==> src/rtl/seq_limb_multiplier.sv <==
// Multi-cycle limb-serial integer multiplier with optional multiply-accumulate.
// Handles signed and unsigned operands and uses valid/ready handshakes on input and output.
module seq_limb_multiplier #(
  parameter int unsigned WIDTH = 16,
  parameter int unsigned LIMB  = 8,
  parameter int unsigned ACC_W = 48
) (
  input  logic               clk,
  input  logic               rst,
  input  logic               in_valid,
  output logic               in_ready,
  input  logic [WIDTH-1:0]   a,
  input  logic [WIDTH-1:0]   b,
  input  logic               is_signed,
  input  logic               acc_mode,
  input  logic               acc_clr,
  output logic               out_valid,
  input  logic               out_ready,
  output logic [2*WIDTH-1:0] product,
  output logic [ACC_W-1:0]   acc,
  output logic               busy
);

  localparam int unsigned N  = WIDTH / LIMB;
  localparam int unsigned PW = 2 * WIDTH;
  localparam int unsigned CW = (N > 1) ? $clog2(N) : 1;

  typedef enum logic [1:0] {IDLE, MUL, FIN, DONE} state_t;

  state_t            state;
  logic [WIDTH-1:0]  ma, mb;
  logic              neg, sgn, accm;
  logic [CW-1:0]     li, lj;
  logic [PW-1:0]     sum;

  logic [2*LIMB-1:0] lp_c;
  logic [PW-1:0]     pp_c, res_c;
  logic [ACC_W-1:0]  ext_c, acc_base_c;
  logic [WIDTH-1:0]  abs_a_c, abs_b_c;

  // Datapath: current unsigned limb product, final signed result, accumulator addend.
  always_comb begin
    lp_c       = ma[LIMB*li +: LIMB] * mb[LIMB*lj +: LIMB];
    pp_c       = PW'(lp_c) << (LIMB * (32'(li) + 32'(lj)));
    res_c      = neg ? -sum : sum;
    ext_c      = sgn ? ACC_W'($signed(res_c)) : ACC_W'(res_c);
    acc_base_c = acc_clr ? '0 : acc;
    abs_a_c    = (is_signed && a[WIDTH-1]) ? -a : a;
    abs_b_c    = (is_signed && b[WIDTH-1]) ? -b : b;
  end

  // Control FSM with registered handshake and result outputs.
  always_ff @(posedge clk or posedge rst) begin
    if (rst) begin
      state     <= IDLE;
      product   <= '0;
      acc       <= '0;
      out_valid <= 1'b0;
      busy      <= 1'b0;
      in_ready  <= 1'b1;
      ma        <= '0;
      mb        <= '0;
      neg       <= 1'b0;
      sgn       <= 1'b0;
      accm      <= 1'b0;
      li        <= '0;
      lj        <= '0;
      sum       <= '0;
    end else begin
      if (acc_clr) acc <= '0;
      case (state)
        IDLE: begin
          if (in_valid) begin
            ma       <= abs_a_c;
            mb       <= abs_b_c;
            sgn      <= is_signed;
            neg      <= is_signed & (a[WIDTH-1] ^ b[WIDTH-1]);
            accm     <= acc_mode;
            sum      <= '0;
            li       <= '0;
            lj       <= '0;
            in_ready <= 1'b0;
            busy     <= 1'b1;
            state    <= MUL;
          end
        end
        MUL: begin
          sum <= sum + pp_c;
          if (lj == CW'(N - 1)) begin
            lj <= '0;
            if (li == CW'(N - 1)) state <= FIN;
            else                  li <= li + CW'(1);
          end else begin
            lj <= lj + CW'(1);
          end
        end
        FIN: begin
          product   <= res_c;
          // A coincident clear makes this result the new accumulator base.
          if (accm) acc <= acc_base_c + ext_c;
          out_valid <= 1'b1;
          state     <= DONE;
        end
        DONE: begin
          if (out_ready) begin
            out_valid <= 1'b0;
            busy      <= 1'b0;
            in_ready  <= 1'b1;
            state     <= IDLE;
          end
        end
        default: state <= IDLE;
      endcase
    end
  end

endmodule

==> config.mk <==
export PLATFORM = sky130hd
export DESIGN_NAME = seq_limb_multiplier
export DESIGN_NICKNAME = d
export VERILOG_FILES = /design/src/rtl/seq_limb_multiplier.sv
export SDC_FILE = /design/constraint.sdc
export NUM_CORES = 1
export LEC_CHECK = 0
export ABC_AREA = 1
export CAP_MARGIN = 10
export CELL_PAD_IN_SITES_DETAIL_PLACEMENT = 1
export CELL_PAD_IN_SITES_GLOBAL_PLACEMENT = 2
export CORE_MARGIN = 2
export CORE_UTILIZATION = 34
export DETAILED_ROUTE_END_ITERATION = 16
export GPL_ROUTABILITY_DRIVEN = 1
export GPL_TIMING_DRIVEN = 0
export PLACE_DENSITY_LB_ADDON = 0.05
export RECOVER_POWER = 100
export SETUP_SLACK_MARGIN = 0.05
export SLEW_MARGIN = 25
export SYNTH_ARGS = -nofsm -noshare
export SYNTH_HDL_FRONTEND = slang
export SYNTH_SLANG_ARGS = --single-unit
==> constraint.sdc <==
create_clock -name clk -period 6.6 [get_ports clk]
set_input_delay 1.32 -clock clk [delete_from_list [all_inputs] [get_ports clk]]
set_output_delay 1.32 -clock clk [all_outputs]
set_load 0.005 [all_outputs]
# After elaboration in Yosys (flattened, before gate mapping)
# Index checks and enable logic that the tools add are counted.
[word_totals] register_bits=154 input_bits=39 word_cells=73
[classes] add_sub_neg=8 multipliers=1 n_shift=3 reduce_logical=12 mux=26 bitwise=2 n_eq_ne=7
[ops] op="$mux 48" count=4
[ops] op="$mux 32" count=2
[ops] op="$pmux 32 s2" count=1
[ops] op="$add 48x48->48" count=1
[ops] op="$add 32x32->32" count=1
[ops] op="$mux 16" count=2
[ops] op="$neg 16->16" count=2
[ops] op="$neg 32->32" count=1
[ops] op="$shiftx 16x5->8" count=2
[ops] op="$shl 16x5->32" count=1
[ops] op="$mul 8x8->16" count=1
[ops] op="$pmux 1 s2" count=5
[ops] op="$mux 2" count=4
[ops] op="$ne 2x2->1 const B" count=4
[ops] op="$pmux 2 s4" count=1
[ops] op="$mux 1" count=7
[ops] op="$reduce_and 2->1" count=3
[ops] op="$reduce_and 3->1" count=2
[ops] op="$reduce_bool 2->1" count=3
[ops] op="$eq 2x2->1 const B" count=2
[ops] op="$reduce_and 4->1" count=1
[ops] op="$add 1x1->1 const B" count=2
[ops] op="$add 1x1->2" count=1
[ops] op="$eq 2x1->1 const B" count=1
[ops] op="4 further kinds" count=5

# Depth between registers and ports, before layout
# Gate-level depths: netlist (run 1).
[logic_depth] ltp_word=6 ltp_mapped=37

# Worst setup path after synthesis (run 1)
# No wires, ideal clock.
[synth_timing] kind="register -> register" startpoint="register lj" endpoint="register sum[18]" setup_ps=131 stages_incl_launch_ff=33 arrival_time_ps=5873 path_slack_ps=596 synth_period_minus_slack_ps=6004 path_cell_list="dfrtp_1 > buf_2 > inv_1 > or2_2 > o21ai_1 > or2_2 > fa_1 > fa_1 > inv_1 > fa_1 > inv_1 > fa_1 > inv_1 > ha_1 > inv_1 > o21bai_1 > a21oi_1 > o21ai_1 > a21oi_1 > nand2b_1 > nand3_1 > a21oi_1 > ha_1 > nand2_1 > inv_1 > a21oi_1 > inv_1 > a21oi_1 > o21ai_1 > nand2_1 > nand2_1 > nor2_1 > o22ai_1"
[synth_between] elab_chain_len=5
[synth_lines] item="from (decl)" line_no="33" source="logic [CW-1:0] li, lj;"
[synth_lines] item="from (signal assigned)" line_no="94" source="lj <= lj + CW'(1);"
[synth_lines] item="$shiftx 16x5->8" line_no="43" source="lp_c = ma[LIMB*li +: LIMB] * mb[LIMB*lj +: LIMB];"
[synth_lines] item="$mul 8x8->16" line_no="43"
[synth_lines] item="$shl 16x5->32 *" line_no="44" source="pp_c = PW'(lp_c) << (LIMB * (32'(li) + 32'(lj)));"
[synth_lines] item="$add 32x32->32 *" line_no="88" source="sum <= sum + pp_c;"
[synth_lines] item="$pmux 32 s2 *" line_no="71" source="case (state)"
[synth_lines] item="to (signal assigned)" line_no="88"
[synth_lines] item="to (decl)" line_no="34" source="logic [PW-1:0] sum;"
# Mark *: on every way between the ends. The rest lies on a longest branch, timed or not.
# A chain may end at the register's enable or synchronous reset.

# Final worst setup path (run 1)
[layout_timing] startpoint="register lj" endpoint="register sum[22]"
# The elaborated chain is that of the path after synthesis.

==> results of run 1 <==
==> flip-flops by register name, indices dropped and copies added (netlist names) <==
signal,count
li,1
sgn,1
neg,1
ma,16
product,32
state,2
mb,16
busy,1
out_valid,1
acc,48
sum,32
in_ready,1
lj,1
accm,1
==> path summary, 6_finish.rpt <==
kind,startpoint,to,slack (ps)
setup / recovery,lj,sum[22],260
hold / removal,product[19],product[19],490
setup reg to reg,lj,sum[22],260
hold reg to reg,product[19],product[19],490
max in group asynchronous,rst,li,1520
min in group asynchronous,rst,product[1],2670
==> repair_timing <==
action,4_1_cts,5_1_grt
setup buffers,18,20
setup endpoints to repair,24,24
gates resized for setup,62,97
pin swaps,11,35
hold endpoints to repair,0,0
==> cell usage in the layout, fill, tap and decap left out, types with 6 or more instances in the layout <==
cell	synthesis	layout
sky130_fd_sc_hd__xor2_1	62	61
sky130_fd_sc_hd__nor3_1	24	25
sky130_fd_sc_hd__buf_4	0	33
sky130_fd_sc_hd__nor2_1	321	299
sky130_fd_sc_hd__o21ai_0	168	172
sky130_fd_sc_hd__fa_1	38	37
sky130_fd_sc_hd__clkbuf_1	35	37
sky130_fd_sc_hd__or2_2	17	12
sky130_fd_sc_hd__nand3_2	3	7
sky130_fd_sc_hd__o21ai_4	1	8
sky130_fd_sc_hd__ha_1	122	114
sky130_fd_sc_hd__o21ai_1	33	15
sky130_fd_sc_hd__nor4_1	8	7
sky130_fd_sc_hd__nand2_1	595	589
sky130_fd_sc_hd__xnor2_1	27	26
sky130_fd_sc_hd__a21oi_2	2	13
sky130_fd_sc_hd__inv_1	335	328
sky130_fd_sc_hd__ha_4	0	6
sky130_fd_sc_hd__a31oi_1	12	11
sky130_fd_sc_hd__o21a_1	6	6
sky130_fd_sc_hd__nand2_2	5	10
sky130_fd_sc_hd__dfrtp_1	153	152
sky130_fd_sc_hd__nand3b_1	7	7
sky130_fd_sc_hd__nor2_4	4	7
sky130_fd_sc_hd__nand3_1	106	101
sky130_fd_sc_hd__clkdlybuf4s50_1	0	32
sky130_fd_sc_hd__nand4_1	37	37
sky130_fd_sc_hd__o22ai_1	11	11
sky130_fd_sc_hd__nor2_2	5	25
sky130_fd_sc_hd__a21oi_1	149	136
sky130_fd_sc_hd__a21o_1	6	6
sky130_fd_sc_hd__clkbuf_16	0	17
sky130_fd_sc_hd__o21ai_2	0	7
sky130_fd_sc_hd__inv_2	2	8
sky130_fd_sc_hd__dlygate4sd3_1	0	89
sky130_fd_sc_hd__o21bai_1	16	14
sky130_fd_sc_hd__mux2i_4	0	7
==> layout make-up <==
class,instances,area [um2],area share
well taps,600,750.7,0.03955
flip-flops and latches,154,3856,0.2032
plain buffers,45,193.9,0.01022
repair buffers,160,1569,0.08267
clock buffers,19,442.9,0.02334
inverters,340,1280,0.06744
clock inverters,13,141.4,0.007449
multi-input cells,1823,10750,0.5662
==> metal layers <==
layer  vias to the layer above  wire (um)  track usage
li1                       7957          -            -
met1                      7899      26870       0.3255
met2                       208      31490       0.4736
met3                        80       1708      0.03487
met4                         0       2204       0.1082
met5                         -          0            0
==> metrics by stage <==
stage | std cells | util | instance area [um2] | worst slack, ps | hold slack (ps)
floorplan | 2362 | - | 15550 | 595.6 | 445.7
global placement | 3083 | 0.3867 | 17510 | -1562 | 465.0
detailed placement | 3084 | 0.3875 | 17550 | -794.3 | 474.3
CTS | 3134 | 0.4098 | 18560 | 43.87 | 492.1
global route | 3154 | 0.4191 | 18980 | -31.47 | 506.3
finish | 3154 | 0.4191 | 18980 | 256.1 | 485.2
==> cells by family after synthesis <==
kind of cell / count (synthesis)
flops: 154
fa+ha+maj: 160
simple gates: 1146
mux: 11
compound gates: 417
xor+xnor: 89
buf+inv: 385
==> critical path, delay by kind of cell, from the launching register on <==
family | cells | cell delay (ps)
AOI/OAI and AO/OA | 5 | 870
DFF | 1 | 420
buffers and inverters | 5 | 450
adders and majority gates | 6 | 2720
and+or+nand+nor | 13 | 1770
==> results.txt, run 1 <==
Mean area per synthesized cell: 6.584 um2. The clock net in this run drives a total of 154 sinks. For this design, the CTS-stage hold fixing added 0 buffers. The tools report the final hold violation count as 0. The clock period could shrink to 6344 ps. The biggest fanout along the worst timing path is 8, and the overall die height is 217.9 um. The slowest stage of the critical path is the sky130_fd_sc_hd__fa_1 cell. In the final timing run, aggregate negative setup slack is 0 ps. The tools report the type of destination of the critical path as a flop. Counting along the longest clock path gives a buffer depth of 2. Initial antenna violation count: 1. After detailed routing, the number of remaining DRC violations is 0. For the worst setup path, the data required time is 6950 ps.

Detailed routing inserted a total of 16140 vias. Buffers placed on the I/O ports in this run total 121. The run finished, with violations left. The final reports fail on capacitance limit, slew limit. Wires add up to 62.27 mm. After the last flow step, the layout net total stands at 2740. The floorplan has 78 rows.

The H-tree was split into 4 levels. The tools report the final count of pins violating max slew as 87. The core region is 0.04528 mm2. The area growth from synthesis to layout is 22.05%. 0 antenna diodes ended up in the layout. Using the TritonRoute via totals, the vias-per-cell ratio works out to 5.119.

For this run, the number of Yosys warnings is 0. The tools report the critical path arrival as 6690 ps. After clock tree synthesis, the clock-pin slew on the worst setup and hold paths is 70 ps. The initial core utilization is 0.3434. The launching element type of the critical path was a flop. For this design the top-level I/O count stands at 122.

By area the synthesized netlist is led by sky130_fd_sc_hd__dfrtp_1, sky130_fd_sc_hd__nand2_1, sky130_fd_sc_hd__ha_1, sky130_fd_sc_hd__inv_1, sky130_fd_sc_hd__nor2_1. The transition time at the pin with the least slew margin is 3694 ps, and the cell area after technology mapping is 0.01555 mm2. The cell depth of the worst hold path is 2, and the final worst clock skew is 15.43 ps. The logs give 0 for the number of endpoints failing setup at the final stage and 17120 for the via count of the first global-routing pass. Total die area: 0.04747 mm2.

For this block, the initial DRC count from the detailed router was 715. The area share of fa/ha/maj cells after synthesis is 0.1471, and the fraction of final layout cells sized beyond drive strength 1 is 0.08418. Routability-driven placement finished with a final weighted congestion of 0.9238. TritonCTS built the clock tree.

After synthesis, the largest family of logic cells by area is simple AND/OR/NAND/NOR gates. The post-synthesis simple-gate area fraction was 0.3091. Type of the tightest min-delay check: flop to flop. Counting flops and latches in the post-synthesis netlist gives 154.

The share of the yosys chip area belonging to registers came out at 0.2479. The share of flip-flops with an asynchronous set or reset is 1.000. Counting the buffers created by CTS gives 17. The mux cell area share after synthesis is 0.007080, and the cell count after synthesis is 2362.

Global-route usage over all layers: 0.2670. Cell type with the largest total area after synthesis: sky130_fd_sc_hd__dfrtp_1. Entering global routing, the biggest net connects 88 pins. The tools report the first-pass iteration count of the detailed router as 5.

The most used flip-flop cell after synthesis is sky130_fd_sc_hd__dfrtp_1. Post-detailed-route wirelength per cell: 19.74 um. In the synthesized netlist, the cells that appear most often are sky130_fd_sc_hd__nand2_1, sky130_fd_sc_hd__inv_1, sky130_fd_sc_hd__nor2_1. The XOR/XNOR share of the synthesized area was 0.05012; the first-pass GRT wire length was 96.19 mm. In this run the remaining antenna-violating nets after routing total 0. Setup repair after global routing could not meet its margin everywhere. The clock insertion delay at the later pin of the skew report is 490 ps.

The logs give 1 for the max capacitance violation total and 0 for the residual overflow from global routing. Measured along the x axis, the die boundary spans 217.9 um. Number of nets produced by synthesis: 2561. In this run the clock root is driven by a sky130_fd_sc_hd__clkbuf_16.

The HPWL after detailed placement is 52.03 mm. The worst register-to-register path has a depth of 29. For the worst slew margin relative to its limit, the log shows -1.462. The compound-cell area share of the yosys netlist was 0.1455. The critical path is of the flop to flop type.

Based on the critical path, the design can be clocked at up to 0.1576 GHz. The peak per-stage delay on the critical path was 550 ps; the number of different library cells in the post-synthesis netlist was 53. The fraction of post-synthesis cell area in the top cell type by area works out to 0.2462. The layout filler cell count was 5902; the number of enable flip-flop cells after synthesis was 0. The period utilization is 0.9612.

The most common cell in the synthesized netlist is sky130_fd_sc_hd__nand2_1.
Power of run 1 is not shown: default switching activity piles up to over one toggle a cycle in this logic, so the estimate is an artifact.
==> run 2: changes to the inputs <==
--- a/config.mk
+++ b/config.mk
@@ -14,6 +14,7 @@
 export DETAILED_ROUTE_END_ITERATION = 16
 export GPL_ROUTABILITY_DRIVEN = 1
 export GPL_TIMING_DRIVEN = 0
+export HOLD_SLACK_MARGIN = 0.15
 export PLACE_DENSITY_LB_ADDON = 0.05
 export RECOVER_POWER = 100
 export SETUP_SLACK_MARGIN = 0.05
==> results of run 2 <==
Final layout, timing and power as in run 1 (identical DEF).
Power of run 2 is left out for the same reason.
==> variant 1 (flow settings as in run 1) <==
Reset style: synchronous (`rst`), changed in one clocked block.
--- a/src/rtl/seq_limb_multiplier.sv
+++ b/src/rtl/seq_limb_multiplier.sv
@@ -51,5 +51,5 @@
 
   // Control FSM with registered handshake and result outputs.
-  always_ff @(posedge clk or posedge rst) begin
+  always_ff @(posedge clk) begin
     if (rst) begin
       state     <= IDLE;
Function: differs if rst is asserted again (counterexample within 4 cycles, from zero or initial values and one cycle with rst high); with rst held inactive, the same outputs for 4 cycles.
==> variant 1 against run 1 <==
- critical path depth fell by 1
- final area fell by 2.1%
- sequential cell count did not move
- global-route usage rose by 0.90 points
- synthesized area fell by 2.8%
- routed wire length rose by 2.5%
- setup slack improved by 16 ps
==> variant 1: results (changes against run 1) <==
Worst-case reg-to-reg path depth - 28 (-3.4%)
Final WL - 63,800 um (+2.5%)
Ys flop type - dfxtp_1
Post-Syn Instances - 2,416 (+2.3%)
Placement-stage cell area - 17,100 um2 (-2.8%)
I/O Buffers - 120 (-0.83%)
Gr usage total - 0.276 (+0.00901)
Share of cells above drive strength 1 - 0.0908 (+0.00659)
Commonest cells in the netlist - 455 x nand2_1, 398 x inv_1, 334 x nor2_1
RR Startpoint - lj
Post-place setup slack - -1220 ps (-426 ps)
Wire length per cell after detailed routing - 20.0 um (+1.3%)
Hold slack final - 463 ps (-22.7 ps)
Nets - 2,786 (+1.7%)
Metal2 WL - 32,200 um (+2.4%)
HP Start - busy
Post-CTS Resized - 87 (+40%)
Crit path DAT - 6670 ps (-20 ps)
Synth unique cells - 55 (+3.8%)
Async SR Flop Fraction - 0 (-1.00)
DR iter-0 viols - 632 (-12%)
Area contributors post-synth - dfxtp_1 20%, nand2_1 11%, ha_1 10%, inv_1 9.9%, nor2_1 8.3%
Met3 Use GR - 0.0348 (-0.0000480)
Met3 routed WL - 1560 um (-8.8%)
Sequential element share of the synthesized area - 0.204 (-0.0439)
Syn nets - 2,615 (+2.1%)
Crit path capture - sum[19]
Vias per cell - 5.18 (+1.2%)
Detailed Place HPWL - 52,500 um (+0.98%)
Status - complete, no violations
Vias in the first global route - 17.1k (-0.20%)
Grt met2 use - 0.500 (+0.0261)
First-pass GRT wire length - 97,800 um (+1.7%)
RD Place Congestion - 0.916 (-0.86%)
Metal-1 WL - 28,200 um (+5.1%)
[variant 1: kinds of logic after synthesis]
family,after synthesis,share of synthesized area
buf+inv,465,0.116
fa+ha+maj,160,0.151
compound gates,545,0.197
simple gates,1004,0.280
xor+xnor,78,0.0452
mux,10,0.00662
flops,154,0.204
[variant 1: area by class of cell]
cell class	count	area, um2
diodes	1	2.50
plain buffers	62	285
clock buffers	17	425
clock inverters	15	159
fillers	5768	25400
inverters	403	1510
multi-input cells	1797	10900
flip-flops and latches	154	3090
well taps	592	741
repair buffers	152	1460
[variant 1: worst register-to-register path: cells and delay by family, from the launching register on]
| family | cells | cell delay (ps) |
|---|---|---|
| compound gates | 7 | 1040 |
| xor+xnor | 1 | 100 |
| fa+ha+maj | 6 | 2730 |
| buf+inv | 6 | 630 |
| flops | 1 | 380 |
| mux | 1 | 190 |
| simple gates | 7 | 1110 |
==> variant 2 (config.mk and constraints of run 1) <==
Made on the original files. Change the parameter `LIMB` from 8 to 16.
--- a/src/rtl/seq_limb_multiplier.sv
+++ b/src/rtl/seq_limb_multiplier.sv
@@ -3,5 +3,5 @@
 module seq_limb_multiplier #(
   parameter int unsigned WIDTH = 16,
-  parameter int unsigned LIMB  = 8,
+  parameter int unsigned LIMB  = 16,
   parameter int unsigned ACC_W = 48
 ) (
Check against the original RTL: not equivalent (a bounded check fails within 4 cycles, from zero or initial values and one cycle with rst high).
==> variant 2 against run 1 <==
- the flow finishes with violations (capacitance limit, slew limit, setup timing)
- sequential cell count fell by 2
- count of clock-buffer cells in the layout fell by 2
- routed wire length rose by 49%
- critical path type unchanged
- non-clock buffer count rose by 103
- final area rose by 46%
- setup slack got worse by 370 ps
- synthesized area rose by 41%
- core utilization rose by 1.3 points
- critical path depth rose by 1
- critical endpoint is now sum[20]
Power is left out: the tool's default activity adds up to more than one toggle a clock period on the data nets, which glitch-free logic cannot reach.
==> variant 2: results (changes against run 1) <==
Non-Filler Instances - 4,369 (+39%)
Status - finished with violations
Clk_lat worst skew - 510 ps (+20 ps)
Met1 Use GR - 0.375 (+0.0496)
Detailed Place HPWL - 74,400 um (+43%)
First-pass GRT wire length - 140,000 um (+46%)
Fin. max-slew vios - 146 (+68%)
Share of cells above drive strength 1 - 0.161 (+0.0772)
RD Place Congestion - 0.920 (-0.45%)
Largest net degree at the start of global routing - 83 (-5.7%)
Syn nets - 3,702 (+45%)
Gr usage total - 0.279 (+0.0125)
Worst Tran Pin Value - 2320 ps (-1380 ps)
CP peak stage delay - 590 ps (+40 ps)
Sequential element share of the synthesized area - 0.174 (-0.0744)
Clk_skew - 19.2 ps (+3.73 ps)
Final WS setup - -110 ps (-367 ps)
Area contributors post-synth - fa_1 18%, nand2_1 17%, dfrtp_1 17%, inv_1 11%, ha_1 11%
Failing checks - capacitance limit, slew limit, setup timing
Avg Inst Size Synth - 6.69 um2 (+1.6%)
I/O Buffers - 120 (-0.83%)
Synth unique cells - 48 (-9.4%)
Crit path max-delay cell type - fa_2
Wire length per cell after detailed routing - 21.2 um (+7.6%)
Vias in the first global route - 23.4k (+37%)
Max_cap viols - 2 (+1)
Crit-path max FO - 6 (-2)
Setup violators final - 8 (+8)
## variant 2: cell count changes after synthesis, moves of 8 or more
cell / change
mux2i_1: -11
or2_2: -12
ha_1: +67
o21ai_1: +28
clkbuf_1: +56
o21ai_0: -87
nand2_1: +425
inv_2: +22
fa_1: +158
nor2_1: -61
inv_1: +305
nand3_1: +27
o21bai_1: +10
nand4_1: -8
## variant 2: cell families after synthesis
logic type	share of synthesized area
AOI/OAI and AO/OA	0.0922
xor gates and xnor gates	0.0387
adders and majority gates	0.287
buffers and inverters	0.133
DFF	0.174
and+or+nand+nor	0.276
## variant 2: through the flow
stage	hold WS [ps]	setup TNS, ps	instance area, um2	util	setup slack (ps)
after global placement	465	-276970	24200	0.378	-1710
after floorplan	449	0	21900	-	52.8
after detailed placement	468	-27520	24300	0.379	-1500
after CTS	489	-823	26700	0.416	-141
final	481	-518	27700	0.432	-110
after global routing	499	-4000	27700	0.432	-362
## variant 2: worst min-delay path: cells and delay by family (launching register included)
family        cells  cell delay [ps]
simple gates      2              100
flops             1              350
## variant 2: per-layer routing
layer  wire length [um]  vias to the layer above
met1              42000                    11200
li1                   -                    10400
met2              45400                      341
met4               2670                        0
met3               2750                      115
met5                  0                        -
## variant 2: worst paths after layout
kind / startpoint / end / depth (start not counted)
max reg2reg: mb[4] / sum[20] / 30
min reg2reg: product[23] / product[23] / 2
max in group asynchronous: rst / ma[2] / 4
min: product[23] / product[23] / 2
min in group asynchronous: rst / sum[26] / 2
max: mb[4] / sum[20] / 30
## variant 2: repair_timing
action | 4_1_cts | 5_1_grt
pin swaps | 112 | 128
endpoints found under the setup margin | 24 | 22
cloned | 1 | 0
resized for setup | 338 | 243
setup buffers | 86 | 26
## variant 2: final cells by class
| type | count | area share |
|---|---|---|
| timing repair buffer | 235 | 0.0769 |
| clock buffer | 17 | 0.0153 |
| inverter | 668 | 0.0907 |
| clock inverter | 15 | 0.00623 |
| sequential | 152 | 0.139 |
| buffer | 73 | 0.0204 |
| tap | 855 | 0.0386 |
| multi-input combinational | 2354 | 0.613 |
